$ cat src/rtl/vram_arbiter.sv
// VRAM bus arbiter: the CPU owns the RAM by default; the VPU takes it over for DMA reads via halt/BA handshake.
// Optional macro VRAM_ARB_STEAL_CNT_EN adds steal_cnt, counting clocks the VPU held the bus.
module vram_arbiter #(
  parameter int BA_WAIT    = 1,
  parameter int REL_CYCLES = 1
) (
  input  logic        clk,
  input  logic        rst,
  input  logic [15:0] cpu_addr,
  input  logic [7:0]  cpu_di,
  input  logic        cpu_rw,
  input  logic        cpu_vma,
  input  logic        cpu_ba,
  output logic [7:0]  cpu_do,
  output logic        cpu_halt,
  input  logic        vpu_hold,
  input  logic        vpu_vramcs,
  input  logic [15:0] vpu_addr,
  output logic [7:0]  vpu_data,
  output logic        vpu_grant,
  output logic [15:0] mem_addr,
  output logic [7:0]  mem_do,
  input  logic [7:0]  mem_di,
  output logic        mem_cs,
  output logic        mem_we
`ifdef VRAM_ARB_STEAL_CNT_EN
  ,
  output logic [15:0] steal_cnt
`endif
);

  localparam logic [1:0] ST_CPU   = 2'd0;
  localparam logic [1:0] ST_REQ   = 2'd1;
  localparam logic [1:0] ST_VPU   = 2'd2;
  localparam logic [1:0] ST_REL   = 2'd3;
  localparam logic [1:0] REL_LAST = 2'(REL_CYCLES - 1);

  logic [1:0] state_q, state_d;
  logic [1:0] rel_cnt_q, rel_cnt_d;
  logic       cpu_rd_q, vpu_rd_q;
  logic [7:0] cpu_do_q, vpu_data_q;
  logic       bus_free, grant_now, cpu_path;

  // With BA_WAIT the CPU must acknowledge; otherwise any cycle without a CPU access will do.
  assign bus_free  = (BA_WAIT != 0) ? cpu_ba : ~cpu_vma;
  assign grant_now = (state_q == ST_REQ) & vpu_hold & bus_free;
  assign cpu_path  = (state_q == ST_CPU) | (state_q == ST_REQ);

  always_comb begin
    state_d   = state_q;
    rel_cnt_d = rel_cnt_q;
    case (state_q)
      ST_CPU: begin
        if (vpu_hold) state_d = ST_REQ;
      end
      ST_REQ: begin
        if (!vpu_hold)     state_d = ST_CPU;
        else if (bus_free) state_d = ST_VPU;
      end
      ST_VPU: begin
        if (!vpu_hold) begin
          state_d   = ST_REL;
          rel_cnt_d = 2'd0;
        end
      end
      default: begin
        // REL always falls through to CPU, giving the CPU at least one cycle before the next request
        if (rel_cnt_q == REL_LAST) begin
          state_d   = ST_CPU;
          rel_cnt_d = 2'd0;
        end else begin
          rel_cnt_d = rel_cnt_q + 2'd1;
        end
      end
    endcase
  end

  always_comb begin
    mem_addr  = cpu_addr;
    mem_do    = cpu_di;
    mem_cs    = 1'b0;
    mem_we    = 1'b0;
    cpu_halt  = 1'b0;
    vpu_grant = 1'b0;
    case (state_q)
      ST_CPU: begin
        mem_cs = cpu_vma;
        mem_we = cpu_vma & ~cpu_rw;
      end
      ST_REQ: begin
        // The in-flight CPU access still completes, but never as a write on the handover edge.
        mem_cs   = cpu_vma;
        mem_we   = cpu_vma & ~cpu_rw & ~grant_now;
        cpu_halt = 1'b1;
      end
      ST_VPU: begin
        mem_addr  = vpu_addr;
        mem_cs    = vpu_vramcs;
        cpu_halt  = 1'b1;
        vpu_grant = 1'b1;
      end
      default: begin
        cpu_halt = 1'b1;
      end
    endcase
  end

  always_ff @(posedge clk) begin
    if (!rst) begin
      state_q    <= ST_CPU;
      rel_cnt_q  <= 2'd0;
      cpu_rd_q   <= 1'b0;
      vpu_rd_q   <= 1'b0;
      cpu_do_q   <= 8'h00;
      vpu_data_q <= 8'h00;
    end else begin
      state_q   <= state_d;
      rel_cnt_q <= rel_cnt_d;
      // RAM returns data one clock after the select, so capture a clock after the access
      cpu_rd_q  <= cpu_path & cpu_vma & cpu_rw;
      vpu_rd_q  <= (state_q == ST_VPU) & vpu_vramcs;
      if (cpu_rd_q) cpu_do_q <= mem_di;
      if (vpu_rd_q) vpu_data_q <= mem_di;
    end
  end

  assign cpu_do   = cpu_do_q;
  assign vpu_data = vpu_data_q;

`ifdef VRAM_ARB_STEAL_CNT_EN
  logic [15:0] steal_q;

  always_ff @(posedge clk) begin
    if (!rst) begin
      steal_q <= 16'h0000;
    end else if (state_q == ST_CPU && vpu_hold) begin
      steal_q <= 16'h0000;
    end else if (state_q == ST_VPU && steal_q != 16'hFFFF) begin
      steal_q <= steal_q + 16'd1;
    end
  end

  assign steal_cnt = steal_q;
`endif

endmodule
$ cat config.mk
export PLATFORM = sky130hd
export DESIGN_NAME = vram_arbiter
export DESIGN_NICKNAME = d
export VERILOG_FILES = /design/src/rtl/vram_arbiter.sv
export SDC_FILE = /design/constraint.sdc
export NUM_CORES = 1
export LEC_CHECK = 0
export BUFFER_PORTS_ARGS = -buffer_cell sky130_fd_sc_hd__buf_2
export CAP_MARGIN = 20
export CORE_AREA = 3 3 68 70
export DETAILED_ROUTE_END_ITERATION = 16
export DIE_AREA = 0 0 71 73
export PLACE_DENSITY = 0.73
export SYNTH_ARGS = -nofsm -noshare
export SYNTH_HDL_FRONTEND = slang
export SYNTH_SLANG_ARGS = --single-unit
$ cat constraint.sdc
create_clock -name clk -period 1.3 [get_ports clk]
set_input_delay 0.26 -clock clk [delete_from_list [all_inputs] [get_ports clk]]
set_output_delay 0.26 -clock clk [all_outputs]
set_load 0.01 [all_outputs]
==> results_dict.tcl, run 1 <==
set metrics [dict create \
    cp-end-kind "output port" \
    layout_common_cells "70 x buf_2, 20 x dfxtp_1, 16 x mux2i_1, 16 x nor2b_1, 13 x buf_6" \
    outcome "complete, but fails checks" \
    regArea_sq_um 443 \
    die_y_um 73 \
    clock_latency_ns 0.25 \
    io_pins 99 \
    critPathKind "flop to output port" \
    grt_pass1_vias 1142 \
    cts_buffers 3 \
    worstPathRequired_ns 1.04 \
    tns_ns -5.48 \
    synth_largest_area_cell "dfxtp_1" \
    vias 1073 \
    fill_cells 397 \
    yosysTopAreaCellShare 0.364 \
    routabilityCongestion 0.787 \
    crit_family "multiplexers" \
    port_buffers 82 \
    drive_gt1_frac 0.619 \
    synth_cells 113 \
    cts_root_buf "clkbuf_8" \
    postCtsHoldBufs 0 \
    remaining_drc_errors 0 \
    syn_to_final_growth_pct 49.3 \
    initialDrtViolationCount 15 \
    vdd_drop_max_mv 0.409 \
    rsz0062_at_grt "true" \
    cpMaxStageDelayCell "mux2_2" \
    synthTopCellsByArea "dfxtp_1 36%, mux2i_1 13%, nor2b_1 8.8%" \
    fin_cells 244 \
    setup_violations 20 \
    vias_per_cell 4.40 \
    min_path_type "input pin to flop" \
    period_needed_ns 1.63 \
    cts_buffer_depth 2 \
    postSynthAreaPerCell_sq_um 10.7 \
    dp_hpwl_mm 2.43 \
    drt_first_pass_iters 2 \
    place_inst 236 \
    wl_met2_mm 1.75 \
    wl_mm 3.15 \
    start_util 0.301 \
    fin_crit_sh 1.26 \
    finClkSkew_ns 0.00219 \
    max_slew.worst_pin.slew_ns 0.366 \
    grt_pass1_wl_mm 5.01 \
    die_w_um 71 \
    arrival_ns 1.37 \
    rows 23 \
    die_area_sq_mm 0.00518 \
    cp-start-kind "flop" \
    cts_sinks 22 \
    cts_tree "built" \
    final_hold_viol_count 0 \
    cpPeakStageDelay_ns 0.34 \
    path_cells "nor2b_4 > buf_12 > mux2_2 > buf_2" \
    grtUsageTotal 0.125 \
    antenna_found_initial 0 \
    core_sq_mm 0.00403 \
    maxSlewHeadroom 0.756 \
    max-cap-violations 0 \
    violations "negative setup slack" \
    synthesis.nets 170 \
    synth-seq-area-share 0.364 \
    route.top_layer_used "met4" \
    max_clock_freq_mhz 613 \
    nets 252 \
    setup_ws_ns -0.332 \
    drt-met1-wl_mm 1.12 \
    report.final.slew_viol_count 0 \
    grt_max_degree 26 \
    synth_cell_types 26 \
    cp_num_buf_inv 2 \
    netlist_area_sq_mm 0.00121 \
    final_common_cell "buf_2" \
    power.density_mw_per_mm2 835 \
    ant_nets 0 \
    h-tree-depth 1 \
    multi_input_area_sq_um 656 \
    worst-path-max-fanout 17 \
    clkSlewWorstSetupHoldPaths_ns 0.07 \
    grt_overflow 0 \
    leakage_nw 0.866 \
    wl_met3_um 242 \
    wl_per_cell_um 12.9 \
    antenna_cells 0 \
    synth_seq_cells 22 \
    synth-warning-count 0 \
]
per-layer routing:
layer | vias to the layer above | track usage
met3 | 8 | 0.0207
met4 | 0 | 0.0543
met2 | 52 | 0.247
met1 | 478 | 0.128
met5 | - | 0
li1 | 535 | -
power by group:
group	switching, mW	internal (mW)
sequential	0.00770	0.689
combinational	0.134	0.205
clock	0.205	0.269
final timing paths:
| kind | startpoint | end | slack, ns | depth (start not counted) |
|---|---|---|---|---|
| setup / recovery | state_q[1] | mem_addr[13] | -0.33 | 4 |
| setup reg to reg | state_q[1] | rel_cnt_q[0] | 0.21 | 5 |
| hold / removal | vpu_vramcs | vpu_rd_q | 0.25 | 2 |
| hold reg to reg | rel_cnt_q[0] | rel_cnt_q[0] | 0.46 | 2 |
what timing repair did:
item,CTS,global route
setup buffers,3,2
resized for setup,18,2
setup endpoints to repair,20,20
pin swaps,2,1
cell usage after synthesis:
| library cell | number |
|---|---|
| mux2_1 | 2 |
| a21o_1 | 1 |
| nor2b_4 | 1 |
| mux2_2 | 7 |
| and3_1 | 3 |
| nand4b_1 | 1 |
| and2_1 | 1 |
| buf_2 | 2 |
| nor3b_1 | 1 |
| nand3_1 | 1 |
| nand2_1 | 5 |
| or2_2 | 1 |
| nand4_1 | 3 |
| dfxtp_1 | 22 |
| clkbuf_1 | 2 |
| o211a_1 | 1 |
| mux2_4 | 7 |
| nand2b_1 | 1 |
| mux2i_1 | 16 |
| inv_1 | 2 |
| o21ai_0 | 2 |
| buf_4 | 9 |
| buf_6 | 2 |
| nor2b_1 | 17 |
| ha_1 | 2 |
| buf_12 | 1 |
registers in the layout (all words and copies together), names as in the netlist:
| register | flops |
|---|---|
| rel_cnt_q | 2 |
| cpu_rd_q | 1 |
| state_q | 2 |
| vpu_rd_q | 1 |
| vpu_data | 8 |
| cpu_do | 8 |
worst register-to-register path: cells and delay by family (launching register included):
| family | cells | cell delay [ns] |
|---|---|---|
| compound gates | 1 | 0.14 |
| simple gates | 1 | 0.15 |
| flops | 1 | 0.32 |
| buf+inv | 3 | 0.41 |
stage by stage:
stage	utilization	hold WS [ns]	cell area [sq um]	setup WS (ns)	total power, mW
after global placement	0.403	0.448	1620	-0.0399	0.997
after CTS	0.446	0.240	1800	-0.346	1.53
after floorplan	-	0.406	1210	-0.0858	0.887
after detailed placement	0.403	0.455	1620	-0.0590	1.00
after global routing	0.449	0.260	1810	-0.397	1.60
final	0.449	0.247	1810	-0.332	1.51
cell type report:
cell class,instances,area share
timing repair buffer,93,0.323
multi-input combinational,73,0.363
clock buffer,4,0.0304
tap,50,0.0346
inverter,2,0.00415
sequential,22,0.245
logic make-up after synthesis:
logic type      Yosys count  synth area share
fa+ha+maj                 2            0.0207
mux                      32             0.303
simple gates             35             0.179
flops                    22             0.364
compound gates            4            0.0227
buf+inv                  18             0.112
(Power assumes the default switching activity.)
==> inputs of run 2 (changes only) <==
PLACE_DENSITY = 0.71   (was 0.73)
SLEW_MARGIN = 0   (was unset)
clock period = 1.79 ns   (was 1.3 ns; I/O delays follow)
==> results_dict.tcl, run 2 (same netlist as run 1, synthesis figures left out) <==
set metrics [dict create \
    setup_ws_ns 0.0349 \
    finClkSkew_ns 0.00678 \
    ant_nets 0 \
    crit_family "flip-flops" \
    period_needed_ns 1.76 \
    wl_per_cell_um 12.8 \
    vdd_drop_max_mv 0.269 \
    h-tree-depth 1 \
    dp_hpwl_mm 2.37 \
    wl_mm 3.04 \
    cp-start-kind "flop" \
    die_y_um 73 \
    antenna_found_initial 0 \
    nets 246 \
    max_clock_freq_mhz 570 \
    routabilityCongestion 0.700 \
    setup_violations 0 \
    fin_crit_sh 0.981 \
    arrival_ns 1.40 \
    crit_path_start "state_q[0]" \
    final_common_cell "buf_2" \
    cts_buffers 3 \
    clock_latency_ns 0.26 \
    cp-end-kind "output port" \
    layout_common_cells "72 x buf_2, 20 x dfxtp_1, 17 x nor2b_1, 16 x mux2i_1" \
    cpMaxStageDelayCell "dfxtp_4" \
    antenna_cells 0 \
    rsz0062_at_grt "true" \
    drt_first_pass_iters 3 \
    postCtsHoldBufs 0 \
    path_cells "nor2b_4 > buf_12 > mux2_2 > buf_6" \
    min_path_type "input pin to flop" \
    final_hold_viol_count 0 \
    cpPeakStageDelay_ns 0.36 \
    grtUsageTotal 0.109 \
    regToRegSetupSlack_ns 0.74 \
    cts_sinks 22 \
    io_pins 99 \
    worst-path-max-fanout 10 \
    vias 1035 \
    report.final.slew_viol_count 0 \
    grt_pass1_wl_mm 4.55 \
    initialDrtViolationCount 42 \
    die_w_um 71 \
    grt_overflow 0 \
    grt_max_degree 26 \
    remaining_drc_errors 0 \
    rows 23 \
    start_util 0.301 \
    grt_pass1_vias 968 \
    power_mw 1.19 \
    worstPathRequired_ns 1.43 \
    outcome "finished, final reports clean" \
    min_from "cpu_rw" \
    rr_startpoint "cpu_rd_q" \
    maxSlewHeadroom 0.660 \
    preCtsSetupSlack_ns 0.232 \
    cts_buffer_depth 2 \
    critPathKind "flop to output port" \
    cts_tree "built" \
    cts_root_buf "clkbuf_8" \
    clkSlewWorstSetupHoldPaths_ns 0.07 \
    syn_to_final_growth_pct 46.5 \
    drive_gt1_frac 0.585 \
    leakage_nw 0.848 \
    power.density_mw_per_mm2 672 \
    port_buffers 82 \
    cp_num_buf_inv 2 \
    core_sq_mm 0.00403 \
    max_slew.worst_pin.slew_ns 0.509 \
    fill_cells 392 \
    vias_per_cell 4.35 \
    max-cap-violations 0 \
    die_area_sq_mm 0.00518 \
]
[run 2: changes by cell type in the layout (fill, tap and decap cells not counted), sizes merged]
cell,before,now
buf,93,86
bufinv,0,1
[run 2: final cells by class]
class	instances	area (sq um)	area share
flip-flops and latches	22	445	0.251
clock buffers	3	41.3	0.0233
clock inverters	1	30.0	0.0169
repair buffers	87	541	0.305
multi-input cells	73	647	0.365
well taps	50	62.6	0.0353
inverters	2	7.51	0.00423
[run 2: worst paths after layout]
path,end,depth (start not counted)
setup / recovery,mem_addr[15],4
hold / removal,cpu_rd_q,2
setup reg to reg,cpu_do[7],2
hold reg to reg,rel_cnt_q[0],2
[run 2: what timing repair did]
action,CTS,global route
setup buffers,0,2
resized for setup,3,13
hold endpoints to repair,0,0
endpoints found under the setup margin,16,16
cloned,0,1
[run 2: power by group]
part	internal, mW	switching (mW)	leakage [nW]
clock	0.298	0.158	0.0357
sequential	0.500	0.0102	0.179
combinational	0.138	0.0872	0.633
total	0.937	0.256	0.848
[run 2: metal layers]
| metal | GRT usage | share of wire |
|---|---|---|
| met5 | 0 | 0 |
| met4 | 0.0125 | 0.0053 |
| met3 | 0.0413 | 0.11 |
| met2 | 0.197 | 0.48 |
| met1 | 0.127 | 0.40 |
[run 2: metrics by stage]
step / hold WS (ns) / cell area, sq um / util / setup TNS [ns] / std cells
after floorplan: 0.436 / 1210 / - / 0 / 113
after global placement: 0.456 / 1580 / 0.393 / 0 / 231
after detailed placement: 0.456 / 1580 / 0.393 / 0 / 231
after CTS: 0.345 / 1660 / 0.413 / -0.00423 / 235
after global routing: 0.352 / 1770 / 0.440 / -0.101 / 238
final: 0.355 / 1770 / 0.440 / 0 / 238
